==> config.mk <==
export PLATFORM = sky130hd
export DESIGN_NAME = posit_decode_scheduler
export DESIGN_NICKNAME = d
export VERILOG_FILES = /design/src/rtl/posit_decode_scheduler.sv
export SDC_FILE = /design/constraint.sdc
export NUM_CORES = 1
export LEC_CHECK = 0
export BUFFER_PORTS_ARGS = -buffer_cell sky130_fd_sc_hd__buf_2
export CAP_MARGIN = 20
export CORE_AREA = 4 4 137 139
export CTS_CLUSTER_DIAMETER = 50
export DETAILED_ROUTE_END_ITERATION = 8
export DIE_AREA = 0 0 141 143
export MAX_ROUTING_LAYER = met4
export PLACE_DENSITY = 0.76
export SETUP_SLACK_MARGIN = 0.1
export SYNTH_ARGS = -nofsm -noshare
export SYNTH_HDL_FRONTEND = slang
export SYNTH_SLANG_ARGS = --single-unit
==> constraint.sdc <==
create_clock -name clk -period 2.05 [get_ports clk]
set_input_delay 0.205 -clock clk [delete_from_list [all_inputs] [get_ports clk]]
set_output_delay 0.205 -clock clk [all_outputs]
set_load 0.02 [all_outputs]
==> src/rtl/posit_decode_scheduler.sv <==
// Shares one multi-cycle posit decoder between the two operands of a request, short-cutting
// zero/NaR, guarding each decode with a watchdog and presenting both decoded field sets.
module posit_decode_scheduler #(
  parameter int unsigned Timeout = 48
) (
  input  logic        clk,
  input  logic        rst,
  input  logic        req_valid_i,
  output logic        req_ready_o,
  input  logic [31:0] op_a_i,
  input  logic [31:0] op_b_i,
  output logic [31:0] dec_posit_o,
  output logic        dec_start_o,
  output logic        dec_received_o,
  input  logic        dec_done_i,
  input  logic        dec_sign_i,
  input  logic        dec_zero_i,
  input  logic        dec_nar_i,
  input  logic [5:0]  dec_k_i,
  input  logic [2:0]  dec_exp_i,
  input  logic [31:0] dec_mant_i,
  output logic        out_valid_o,
  input  logic        out_ready_i,
  output logic        a_sign_o,
  output logic        a_zero_o,
  output logic        a_nar_o,
  output logic [5:0]  a_k_o,
  output logic [2:0]  a_exp_o,
  output logic [31:0] a_mant_o,
  output logic        b_sign_o,
  output logic        b_zero_o,
  output logic        b_nar_o,
  output logic [5:0]  b_k_o,
  output logic [2:0]  b_exp_o,
  output logic [31:0] b_mant_o,
  output logic [1:0]  out_timeout_o
);

  localparam int unsigned WdW = (Timeout > 2) ? $clog2(Timeout) : 1;

  typedef enum logic [2:0] {
    StIdle, StIssueA, StWaitA, StAckA, StIssueB, StWaitB, StAckB, StOut
  } state_e;

  state_e          state_q;
  logic [31:0]     opa_q, opb_q;
  logic [31:0]     dec_posit_q;
  logic            dec_start_q, dec_received_q;
  logic [WdW-1:0]  wdog_q;
  logic [1:0]      sign_q, zero_q, nar_q, timeout_q;
  logic [1:0][5:0] k_q;
  logic [1:0][2:0] exp_q;
  logic [1:0][31:0] mant_q;

  logic        is_b;
  logic [31:0] cur_op;
  logic        cur_special;

  always_comb begin
    is_b        = (state_q == StIssueB) || (state_q == StWaitB) || (state_q == StAckB);
    cur_op      = is_b ? opb_q : opa_q;
    cur_special = (cur_op == 32'h0000_0000) || (cur_op == 32'h8000_0000);
  end

  always_ff @(posedge clk or negedge rst) begin
    if (!rst) begin
      state_q        <= StIdle;
      opa_q          <= '0;
      opb_q          <= '0;
      dec_posit_q    <= '0;
      dec_start_q    <= 1'b0;
      dec_received_q <= 1'b0;
      wdog_q         <= '0;
      sign_q         <= '0;
      zero_q         <= '0;
      nar_q          <= '0;
      k_q            <= '0;
      exp_q          <= '0;
      mant_q         <= '0;
      timeout_q      <= '0;
    end else begin
      dec_start_q    <= 1'b0;
      dec_received_q <= 1'b0;
      unique case (state_q)
        StIdle: begin
          if (req_valid_i) begin
            opa_q       <= op_a_i;
            opb_q       <= op_b_i;
            dec_posit_q <= op_a_i;
            sign_q      <= '0;
            zero_q      <= '0;
            nar_q       <= '0;
            k_q         <= '0;
            exp_q       <= '0;
            mant_q      <= '0;
            timeout_q   <= '0;
            state_q     <= StIssueA;
          end
        end
        StIssueA, StIssueB: begin
          if (cur_special) begin
            // Zero and NaR differ only in the sign bit, which doubles as the sign flag.
            sign_q[is_b] <= cur_op[31];
            zero_q[is_b] <= ~cur_op[31];
            nar_q[is_b]  <= cur_op[31];
            dec_posit_q  <= opb_q;
            state_q      <= is_b ? StOut : StIssueB;
          end else if (!dec_done_i) begin
            // A done still high here belongs to the previous decode; wait for it to drop.
            dec_start_q <= 1'b1;
            wdog_q      <= '0;
            state_q     <= is_b ? StWaitB : StWaitA;
          end
        end
        StWaitA, StWaitB: begin
          if (dec_done_i) begin
            sign_q[is_b]   <= dec_sign_i;
            zero_q[is_b]   <= dec_zero_i;
            nar_q[is_b]    <= dec_nar_i;
            k_q[is_b]      <= dec_k_i;
            exp_q[is_b]    <= dec_exp_i;
            mant_q[is_b]   <= dec_mant_i;
            dec_received_q <= 1'b1;
            state_q        <= is_b ? StAckB : StAckA;
          end else if (wdog_q == WdW'(Timeout - 1)) begin
            timeout_q[is_b] <= 1'b1;
            dec_received_q  <= 1'b1;
            state_q         <= is_b ? StAckB : StAckA;
          end else begin
            wdog_q <= wdog_q + 1'b1;
          end
        end
        StAckA, StAckB: begin
          dec_posit_q <= opb_q;
          state_q     <= is_b ? StOut : StIssueB;
        end
        StOut: begin
          if (out_ready_i) state_q <= StIdle;
        end
        default: state_q <= StIdle;
      endcase
    end
  end

  assign req_ready_o    = (state_q == StIdle);
  assign out_valid_o    = (state_q == StOut);
  assign dec_posit_o    = dec_posit_q;
  assign dec_start_o    = dec_start_q;
  assign dec_received_o = dec_received_q;
  assign out_timeout_o  = timeout_q;

  assign a_sign_o = sign_q[0];
  assign a_zero_o = zero_q[0];
  assign a_nar_o  = nar_q[0];
  assign a_k_o    = k_q[0];
  assign a_exp_o  = exp_q[0];
  assign a_mant_o = mant_q[0];
  assign b_sign_o = sign_q[1];
  assign b_zero_o = zero_q[1];
  assign b_nar_o  = nar_q[1];
  assign b_k_o    = k_q[1];
  assign b_exp_o  = exp_q[1];
  assign b_mant_o = mant_q[1];

endmodule

==> impl_metrics.env <==
export IMPL_status="complete, but fails checks"
export IMPL_violations="setup timing"
export IMPL_finalNetCount=1186
export IMPL_viasPerCell=5.49
export IMPL_setup_violations=48
export IMPL_synth_top_area_share_pct=60.3
export IMPL_core_um2=17700
export IMPL_grt_pass1_vias=7127
export IMPL_yosys_warnings=0
export IMPL_track_usage_pct=25.4
export IMPL_drt_pre_antenna_iters=5
export IMPL_fin_util_pct=67.1
export IMPL_cp_end_kind="register"
export IMPL_dp_hpwl_um=16300
export IMPL_clock_fmax_ghz=0.414
export IMPL_clockBufferDepth=2
export IMPL_worst_slew_pin_slew_ps=450
export IMPL_gp_congestion=0.849
export IMPL_dieArea_um2=20200
export IMPL_clk_pin_slew_worst_paths_ps=70
export IMPL_worst_ep_required_time_ps=2350
export IMPL_synthArstFlopShare_pct=100
export IMPL_cp_arrival_ps=2720
export IMPL_path_max_fanout=3
export IMPL_drtIter0Drc=443
export IMPL_synthTopCellsByArea="dfrtp_1, mux2_2, nand2_1, o21ai_0, a2bb2oi_1"
export IMPL_synth_seq_area_share_pct=60.3
export IMPL_cts_made_buffers=17
export IMPL_synthTopCellsByCount="dfrtp_1, nand2_1, o21ai_0, mux2_2, o22ai_1"
export IMPL_root_buffer="clkbuf_16"
export IMPL_period_needed_ps=2410
export IMPL_vias=7213
export IMPL_ys_types=45
export IMPL_grt_max_degree=53
export IMPL_area_growth_pct=44.8
export IMPL_yosys_area_top_type="dfrtp_1"
export IMPL_netlist_instances=747
export IMPL_ant_nets=0
export IMPL_syn_nets=862
export IMPL_syn_avg_cell_area_um2=10.9
export IMPL_whs_ps=14.4
export IMPL_clk_latency_ps=430
export IMPL_slew_headroom_pct=70.0
export IMPL_hold_class="in -> reg"
export IMPL_grt_pass1_wl_um=38900
export IMPL_overflow=0
export IMPL_period_share_pct=118
export IMPL_synth_seq_cells=197
export IMPL_setup_ws_ps=-364
export IMPL_design_area_um2=11800
export IMPL_placed_cells=1226
export IMPL_yosysMostFrequentCell="dfrtp_1"
export IMPL_antenna_found_initial=0
export IMPL_antennaDiodeCount=0
export IMPL_synth_ff_type="dfrtp_1"
export IMPL_num_rows=49
export IMPL_grt_setup_unrepaired="true"
export IMPL_stdcell_count=1313
export IMPL_synth_edf_count=0
export IMPL_cts_tree="built"
export IMPL_clock_sinks=197
export IMPL_drv_cap=0
export IMPL_vdd_ir_drop_max_v=0.00124
export IMPL_cp_start_kind="register"
export IMPL_path_class="reg -> reg"
export IMPL_finClkSkew_ps=13.7
export IMPL_tns_ps=-11190
export IMPL_place_area_um2=10100
export IMPL_wirelength_um=25900
export IMPL_fillers=1265
export IMPL_htree_levels=4
export IMPL_p_leak_uw=0.00565
export IMPL_mappedNetlistArea_um2=8180
export IMPL_die_w_um=141
export IMPL_power_density_nw_per_um2=1940
export IMPL_final_max_slew_viol_count=0
export IMPL_hold_viol=0
export IMPL_drive_gt1_share_pct=47.0
export IMPL_detail_route_drc_violations=0
export IMPL_fp_dieH_um=143
export IMPL_wl_per_cell_um=19.7
export IMPL_boundaryPins=239
export IMPL_io_buffers=238
export IMPL_initial_utilization_pct=46.3
==> cell type report <==
| class | instances | area, µm² | area share [%] |
|---|---|---|---|
| repair buffers | 356 | 2490 | 21.0 |
| inverters | 7 | 31.3 | 0.264 |
| well taps | 229 | 287 | 2.42 |
| flip-flops and latches | 197 | 4930 | 41.7 |
| multi-input cells | 492 | 3540 | 29.9 |
| clock buffers | 19 | 443 | 3.74 |
| clock inverters | 13 | 121 | 1.03 |
==> report_power, final <==
group          switching [µW]  total [µW]  internal, µW
logic                    6620       12700          6090
clock network            1540        3260          1720
registers                1250        6990          5750
total                    9400       23000         13600
==> flip-flops by register name, summed over array words and instances (netlist names) <==
register,count
zero_q,2
opb_q,32
dec_posit_o,32
wdog_q,6
a_k_o,6
dec_start_o,1
opa_q,32
a_mant_o,32
b_mant_o,32
b_k_o,6
state_q,3
b_exp_o,3
a_exp_o,3
out_timeout_o,2
sign_q,2
dec_received_o,1
nar_q,2
==> placed cells by master (no fill, tap or decap), types with 6 or more instances in the layout <==
cell type,instances
a21oi_1,9
a2bb2oi_2,32
buf_12,12
buf_2,237
buf_4,66
buf_6,13
clkbuf_16,20
dfrtp_1,195
dlygate4sd3_1,18
inv_1,6
mux2_2,36
mux2_4,27
nand2_1,176
nor2_1,7
nor4_1,6
nor4_2,8
o21ai_0,81
o22ai_1,32
==> logic make-up (layout without fill, tap and decap cells) <==
group / after synthesis / after routing / share of synthesized area, %
flops: 197 / 197 / 60.3
compound gates: 185 / 187 / 14.4
simple gates: 232 / 232 / 12.0
fa+ha+maj: 3 / 3 / 0.428
xor+xnor: 7 / 7 / 0.750
buf+inv: 60 / 395 / 3.49
mux: 63 / 63 / 8.68
==> metrics by stage <==
step	worst slack, ps	power [µW]
after CTS	-252	22100
after global placement	-303	16400
after floorplan	31.1	13000
after detailed placement	-383	16700
final	-364	23000
after global routing	-473	24200
==> worst max-delay path: stages, from the launching register on <==
cell and delay, ps:
dfrtp_1 420, nor4_2 310, buf_4 160, nand4_1 200
nor3_4 260, nor2_1 80, ha_1 280, maj3_2 310
o41ai_2 250
==> final timing paths <==
kind                                     startpoint                          end  slack (ps)  depth (start not counted)
setup / recovery               opb_q[5]$_DFFE_PN0P_       state_q[1]$_DFFE_PN0P_        -360                          8
hold / removal                           op_b_i[10]        opb_q[10]$_DFFE_PN0P_          10                          2
setup reg to reg               opb_q[5]$_DFFE_PN0P_       state_q[1]$_DFFE_PN0P_        -360                          8
hold reg to reg            b_mant_o[28]$_DFFE_PN0P_     b_mant_o[28]$_DFFE_PN0P_         480                          2
max in group asynchronous                       rst         opa_q[2]$_DFFE_PN0P_        1020                          3
min in group asynchronous                       rst  dec_posit_o[14]$_DFFE_PN0P_         290                          2
==> metal layers <==
metal,GRT usage (%),up-vias,share of wire (%)
met5,-,-,0
met4,7.60,0,2.4
met3,5.73,46,8.1
met2,40.3,369,49
met1,33.0,3523,40
li1,-,3275,-
==> timing repair <==
item / CTS / global route
hold endpoints to repair: 64 / 0
gates resized for setup: 81 / 28
pin swaps: 17 / 12
endpoints found under the setup margin: 137 / 144
cloned: 6 / 3
setup buffers: 12 / 16
hold buffers: 18 / 0
Power figures use the tool's default switching activity.
